[src/rtl/button_pkg.sv]
// Shared types and sizing helpers for the multi-channel button front end.
package button_pkg;

    typedef enum logic [1:0] {
        RELEASED = 2'd0,
        PRESSED  = 2'd1,
        HELD     = 2'd2
    } btn_state_t;

    // Bits needed to hold values 0..max_count inclusive.
    function automatic int cnt_width(input int max_count);
        return (max_count < 1) ? 1 : $clog2(max_count + 1);
    endfunction

    function automatic int max_int(input int a, input int b);
        return (a > b) ? a : b;
    endfunction

endpackage

[src/rtl/button_channel.sv]
// One button channel: synchroniser, tick-qualified debounce and press/hold FSM.
//
// state    | meaning
// RELEASED | debounced level is 0, waiting for an accepted rise
// PRESSED  | level is 1, counting ticks toward the long-press point
// HELD     | long press reported, emitting periodic repeat pulses
module button_channel
    import button_pkg::*;
#(
    parameter int SYNC_STAGES    = 2,
    parameter int DEBOUNCE_TICKS = 20,
    parameter int LONG_TICKS     = 1000,
    parameter int REPEAT_TICKS   = 200
) (
    input  logic clk,
    input  logic rst,
    input  logic tick_i,
    input  logic btn_i,
    output logic level_o,
    output logic press_o,
    output logic release_o,
    output logic long_o,
    output logic repeat_o
);

    localparam int DW = cnt_width(DEBOUNCE_TICKS);
    localparam int HW = cnt_width(max_int(LONG_TICKS, REPEAT_TICKS));

    localparam logic [DW-1:0] DEB_LAST    = DW'(DEBOUNCE_TICKS - 1);
    localparam logic [HW-1:0] LONG_LAST   = HW'(LONG_TICKS - 1);
    localparam logic [HW-1:0] REPEAT_LAST = HW'(REPEAT_TICKS - 1);

    logic [SYNC_STAGES-1:0] sync_q;
    logic                   s;
    logic [DW-1:0]          db_cnt_q;
    logic                   level_q;
    logic                   accept;
    logic                   rise_acc;
    logic                   fall_acc;

    btn_state_t    state_q, state_d;
    logic [HW-1:0] hold_q, hold_d;
    logic          press_d, release_d, long_d, repeat_d;

    always_ff @(posedge clk or negedge rst) begin
        if (!rst) begin
            sync_q <= '0;
        end else begin
            sync_q <= {sync_q[SYNC_STAGES-2:0], btn_i};
        end
    end

    assign s = sync_q[SYNC_STAGES-1];

    // The level flips on the same edge the FSM sees the accepted transition,
    // so level_o and press_o/release_o rise together.
    assign accept   = tick_i && (s != level_q) && (db_cnt_q == DEB_LAST);
    assign rise_acc = accept && !level_q;
    assign fall_acc = accept && level_q;

    always_ff @(posedge clk or negedge rst) begin
        if (!rst) begin
            db_cnt_q <= '0;
            level_q  <= 1'b0;
        end else if (s == level_q) begin
            db_cnt_q <= '0;
        end else if (tick_i) begin
            if (db_cnt_q == DEB_LAST) begin
                level_q  <= ~level_q;
                db_cnt_q <= '0;
            end else begin
                db_cnt_q <= db_cnt_q + DW'(1);
            end
        end
    end

    always_comb begin
        state_d   = state_q;
        hold_d    = hold_q;
        press_d   = 1'b0;
        release_d = 1'b0;
        long_d    = 1'b0;
        repeat_d  = 1'b0;
        case (state_q)
            RELEASED: begin
                if (rise_acc) begin
                    state_d = PRESSED;
                    hold_d  = '0;
                    press_d = 1'b1;
                end
            end
            PRESSED: begin
                // A fall beats a coincident terminal count.
                if (fall_acc) begin
                    state_d   = RELEASED;
                    hold_d    = '0;
                    release_d = 1'b1;
                end else if (tick_i) begin
                    if (hold_q == LONG_LAST) begin
                        state_d = HELD;
                        hold_d  = '0;
                        long_d  = 1'b1;
                    end else begin
                        hold_d = hold_q + HW'(1);
                    end
                end
            end
            HELD: begin
                if (fall_acc) begin
                    state_d   = RELEASED;
                    hold_d    = '0;
                    release_d = 1'b1;
                end else if (tick_i) begin
                    if (hold_q == REPEAT_LAST) begin
                        hold_d   = '0;
                        repeat_d = 1'b1;
                    end else begin
                        hold_d = hold_q + HW'(1);
                    end
                end
            end
            default: begin
                state_d = RELEASED;
                hold_d  = '0;
            end
        endcase
    end

    always_ff @(posedge clk or negedge rst) begin
        if (!rst) begin
            state_q   <= RELEASED;
            hold_q    <= '0;
            press_o   <= 1'b0;
            release_o <= 1'b0;
            long_o    <= 1'b0;
            repeat_o  <= 1'b0;
        end else begin
            state_q   <= state_d;
            hold_q    <= hold_d;
            press_o   <= press_d;
            release_o <= release_d;
            long_o    <= long_d;
            repeat_o  <= repeat_d;
        end
    end

    assign level_o = level_q;

endmodule

[src/rtl/button_conditioner.sv]
// Multi-channel button front end: N_CH independent channels sharing one tick strobe.
module button_conditioner
    import button_pkg::*;
#(
    parameter int N_CH           = 5,
    parameter int SYNC_STAGES    = 2,
    parameter int DEBOUNCE_TICKS = 20,
    parameter int LONG_TICKS     = 1000,
    parameter int REPEAT_TICKS   = 200
) (
    input  logic            clk,
    input  logic            rst,
    input  logic            tick_i,
    input  logic [N_CH-1:0] btn_i,
    output logic [N_CH-1:0] level_o,
    output logic [N_CH-1:0] press_o,
    output logic [N_CH-1:0] release_o,
    output logic [N_CH-1:0] long_o,
    output logic [N_CH-1:0] repeat_o
);

    if (N_CH < 1) begin : g_bad_n_ch
        $error("button_conditioner: N_CH must be >= 1");
    end
    if (SYNC_STAGES < 2) begin : g_bad_sync
        $error("button_conditioner: SYNC_STAGES must be >= 2");
    end
    if (DEBOUNCE_TICKS < 1) begin : g_bad_debounce
        $error("button_conditioner: DEBOUNCE_TICKS must be >= 1");
    end
    if (LONG_TICKS < 1) begin : g_bad_long
        $error("button_conditioner: LONG_TICKS must be >= 1");
    end
    if (REPEAT_TICKS < 1) begin : g_bad_repeat
        $error("button_conditioner: REPEAT_TICKS must be >= 1");
    end

    for (genvar i = 0; i < N_CH; i++) begin : g_ch
        button_channel #(
            .SYNC_STAGES   (SYNC_STAGES),
            .DEBOUNCE_TICKS(DEBOUNCE_TICKS),
            .LONG_TICKS    (LONG_TICKS),
            .REPEAT_TICKS  (REPEAT_TICKS)
        ) u_ch (
            .clk      (clk),
            .rst      (rst),
            .tick_i   (tick_i),
            .btn_i    (btn_i[i]),
            .level_o  (level_o[i]),
            .press_o  (press_o[i]),
            .release_o(release_o[i]),
            .long_o   (long_o[i]),
            .repeat_o (repeat_o[i])
        );
    end

endmodule

[config.mk]
export PLATFORM = sky130hd
export DESIGN_NAME = button_conditioner
export DESIGN_NICKNAME = d
export VERILOG_FILES = /design/src/rtl/button_pkg.sv /design/src/rtl/button_channel.sv /design/src/rtl/button_conditioner.sv
export SDC_FILE = /design/constraint.sdc
export NUM_CORES = 1
export LEC_CHECK = 0
export BUFFER_PORTS_ARGS = -buffer_cell sky130_fd_sc_hd__buf_4
export CORE_MARGIN = 2
export CORE_UTILIZATION = 30
export CTS_BUF_LIST = sky130_fd_sc_hd__clkbuf_16
export CTS_CLUSTER_DIAMETER = 80
export DETAILED_ROUTE_END_ITERATION = 10
export PLACE_DENSITY_LB_ADDON = 0.3
export SYNTH_ARGS = -nofsm -noshare
export SYNTH_HDL_FRONTEND = slang
export SYNTH_SLANG_ARGS = --single-unit
[constraint.sdc]
create_clock -name clk -period 2.3 [get_ports clk]
set_clock_uncertainty 0.2 [all_clocks]
set_input_delay 0.345 -clock clk [delete_from_list [all_inputs] [get_ports clk]]
set_output_delay 0.345 -clock clk [all_outputs]
set_load 0.02 [all_outputs]
==> metrics.yaml <==
status: "finished clean"
drt_first_pass_iters: 4
yosys_warnings: 0
yosysMostFrequentCell: "dfrtp_1"
fin_crit_sh_pct: 95.01
cts.sinks: 120
vias: 5242
hold_path_class: "register to register"
die_w_um: 154.4
io_pins: 33
grt_max_degree: 56
regArea_um2: 3003
worst_setup_path_start_kind: "register"
routed_wl_um: 14100
worstPathRequired_ns: 2.45
crit_type: "register to register"
fin_hold_ws_ns: 0.1473
drt_iter0_drc: 273
areaGrowthSynthToFinish_pct: 17.47
p_int_mw: 4.346
crit_arrival_ns: 2.33
fin_crit_ns: 2.185
sw_frac_of_total_pct: 29.00
synth_top_area_cell: "dfrtp_1"
grt_use_total_pct: 12.37
place_area_um2: 7403
yosys.area.top_type_share_pct: 44.22
cts_setup_buffers: 0
pre_cts_ws_ns: 0.01296
multiInputGateArea_um2: 3388
ys_ff_latch: 120
pwr-share-comb_pct: 20.1
rsz0062_at_grt: "no"
ys_seq_area_share_pct: 44.22
initial_utilization_pct: 30.27
numPortBuffers: 32
r2r_start: "g_ch[2].u_ch.db_cnt_q[0]"
syn_inst: 707
power.switching_mw: 1.775
yosys.cell_types.count: 72
maxSlewHeadroom_pct: 63.70
core_um2: 22430
setup_violations: 0
fin_nets: 793
fillers: 2258
dp.cells: 1020
grt_pass1_wl_um: 24290
p_clk_share_pct: 37.7
grt_pass1_vias: 4968
drive_gt1_share_pct: 17.27
avgSynthCellArea_um2: 9.604
cts_buffers: 17
hold_viol_final: 0
cp-startpoint: "g_ch[2].u_ch.db_cnt_q[0]"
p_total_mw: 6.121
htree_levels: 4
routedWlPerCell_um: 13.36
p_per_area_nw_per_um2: 767.4
clk_latency_ns: 0.41
max_freq_ghz: 0.4576
clk_path_buf_depth: 2
clockRootBuffer: "clkbuf_16"
slew_viol_final: 0
rows: 55
grt-ovfl-total: 0
clk_pin_slew_ns: 0.05
cts_tree: "built"
fin_util_pct: 35.55
p_leak_nw: 3.607
crit_path_end_kind: "register"
fin_area_um2: 7976
final_cells: 1055
maxCapViolCount: 0
critPathCapture: "g_ch[2].u_ch.hold_q[0]"
die_y_um: 154.4
synth_common_cells: "dfrtp_1, nand2_1, nor2_1, nor3_1, o21ai_1"
drc: 0
drt-vias-per-instance: 4.969
synthesis.area_um2: 6790
tightest_slew_ns: 0.5444
reg2reg_slack_ns: 0.11
postSynth.asyncResetShare_pct: 100.0
r2r_end: "g_ch[2].u_ch.hold_q[0]"
yosys-top-cells-area: "dfrtp_1, ha_1, nand2_1"
vdd_drop_max_mv: 0.4579
dp_hpwl_um: 9888
antenna_found_initial: 0
synth-edff-count: 0
n_antenna_cell: 0
syn_nets: 740
dieArea_um2: 23850
fin_setup_tns_ns: 0
reg2regPathDepth: 6
seqPwrFrac_pct: 42.2
worst_slack_ns: 0.1148
drtAntennaViolNets: 0
place_congestion: 0.8081
path_max_fanout: 11
ys.flop_type: "dfrtp_1"
-- critical path, stage by stage, from the launching register on --
cell,delay (ns)
dfrtp_1,0.40
ha_1,0.22
and4bb_4,0.23
and3_4,0.20
a211o_2,0.37
nor2_2,0.28
mux2_2,0.21
-- power groups by stage --
stage | Clock [mW] | Combinational [mW] | Sequential, mW
final | 2.30 | 1.23 | 2.58
after CTS | 2.39 | 1.25 | 2.59
after detailed placement | 0 | 1.23 | 2.61
after global placement | 0 | 1.21 | 2.61
after global routing | 2.50 | 1.38 | 2.62
after floorplan | 0 | 0.919 | 2.56
-- placed cells by master, fill, tap and decap left out, types with 4 or more instances in the layout --
master,count
o31ai_2,5
nor2b_1,27
nand3b_1,4
a22o_1,23
nand4_1,10
a211o_1,4
nand4bb_1,5
o21ai_1,33
and3_1,24
and2_1,10
clkinv_1,5
dfrtp_1,120
o211ai_1,4
nand2_1,58
clkbuf_16,17
nor3_1,37
a31oi_1,4
a21oi_1,27
mux2_2,10
o21ai_0,23
dlygate4sd3_1,6
ha_1,25
a2bb2oi_1,8
xor2_1,5
or3_1,5
nor3b_1,8
buf_4,70
nand3_1,25
nor2_1,48
o2bb2ai_1,5
inv_1,34
o31ai_1,5
nor4_1,5
nand2b_1,5
-- how the worst min path moves through the flow --
stage                                 from                  endpoint  slack, ns  cells past startpoint
floorplan                              rst  g_ch[0].u_ch.db_cnt_q[0]      -0.15                      0
detailed placement  g_ch[4].u_ch.sync_q[0]    g_ch[4].u_ch.sync_q[1]       0.14                      0
global route                        tick_i     g_ch[1].u_ch.repeat_o       0.15                      2
global placement    g_ch[3].u_ch.sync_q[0]    g_ch[3].u_ch.sync_q[1]       0.14                      0
finish              g_ch[2].u_ch.sync_q[0]    g_ch[2].u_ch.sync_q[1]       0.15                      0
CTS                                 tick_i     g_ch[3].u_ch.repeat_o       0.13                      3
-- repair_timing --
item,in CTS,in global routing
setup endpoints to repair,0,13
hold endpoints to repair,56,0
resized for setup,0,4
hold buffers,6,0
-- layout make-up --
class / count / area share, %
inverters: 30 / 1.412
flip-flops and latches: 120 / 37.65
repair buffers: 78 / 7.733
well taps: 285 / 4.471
clock inverters: 12 / 0.9255
multi-input cells: 513 / 42.48
clock buffers: 17 / 5.333
-- kinds of logic (layout without fill, tap and decap cells) --
family	count (synthesis)	count (layout)	share of synthesized area, %
and+or+nand+nor	298	298	24.16
AOI/OAI and AO/OA	169	169	17.76
muxes	14	14	2.266
adders and majority gates	25	25	4.607
xor gates and xnor gates	7	7	0.9029
DFF	120	120	44.22
buffers and inverters	74	137	6.081
-- routing by layer --
layer	track usage, %	share of wire [%]
met5	0	0
met4	3.704	1.0
met3	3.194	3.3
met1	16.70	50
met2	19.58	46
-- flip-flops by register name, summed over array words and instances (netlist names) --
register and flops:
g_ch.u_ch.release_o 5, g_ch.u_ch.repeat_o 5, g_ch.u_ch.hold_q 50, g_ch.u_ch.sync_q 10, g_ch.u_ch.db_cnt_q 25, g_ch.u_ch.long_o 5
g_ch.u_ch.state_q 10, g_ch.u_ch.press_o 5, g_ch.u_ch.level_o 5
(Power assumes the default switching activity.)
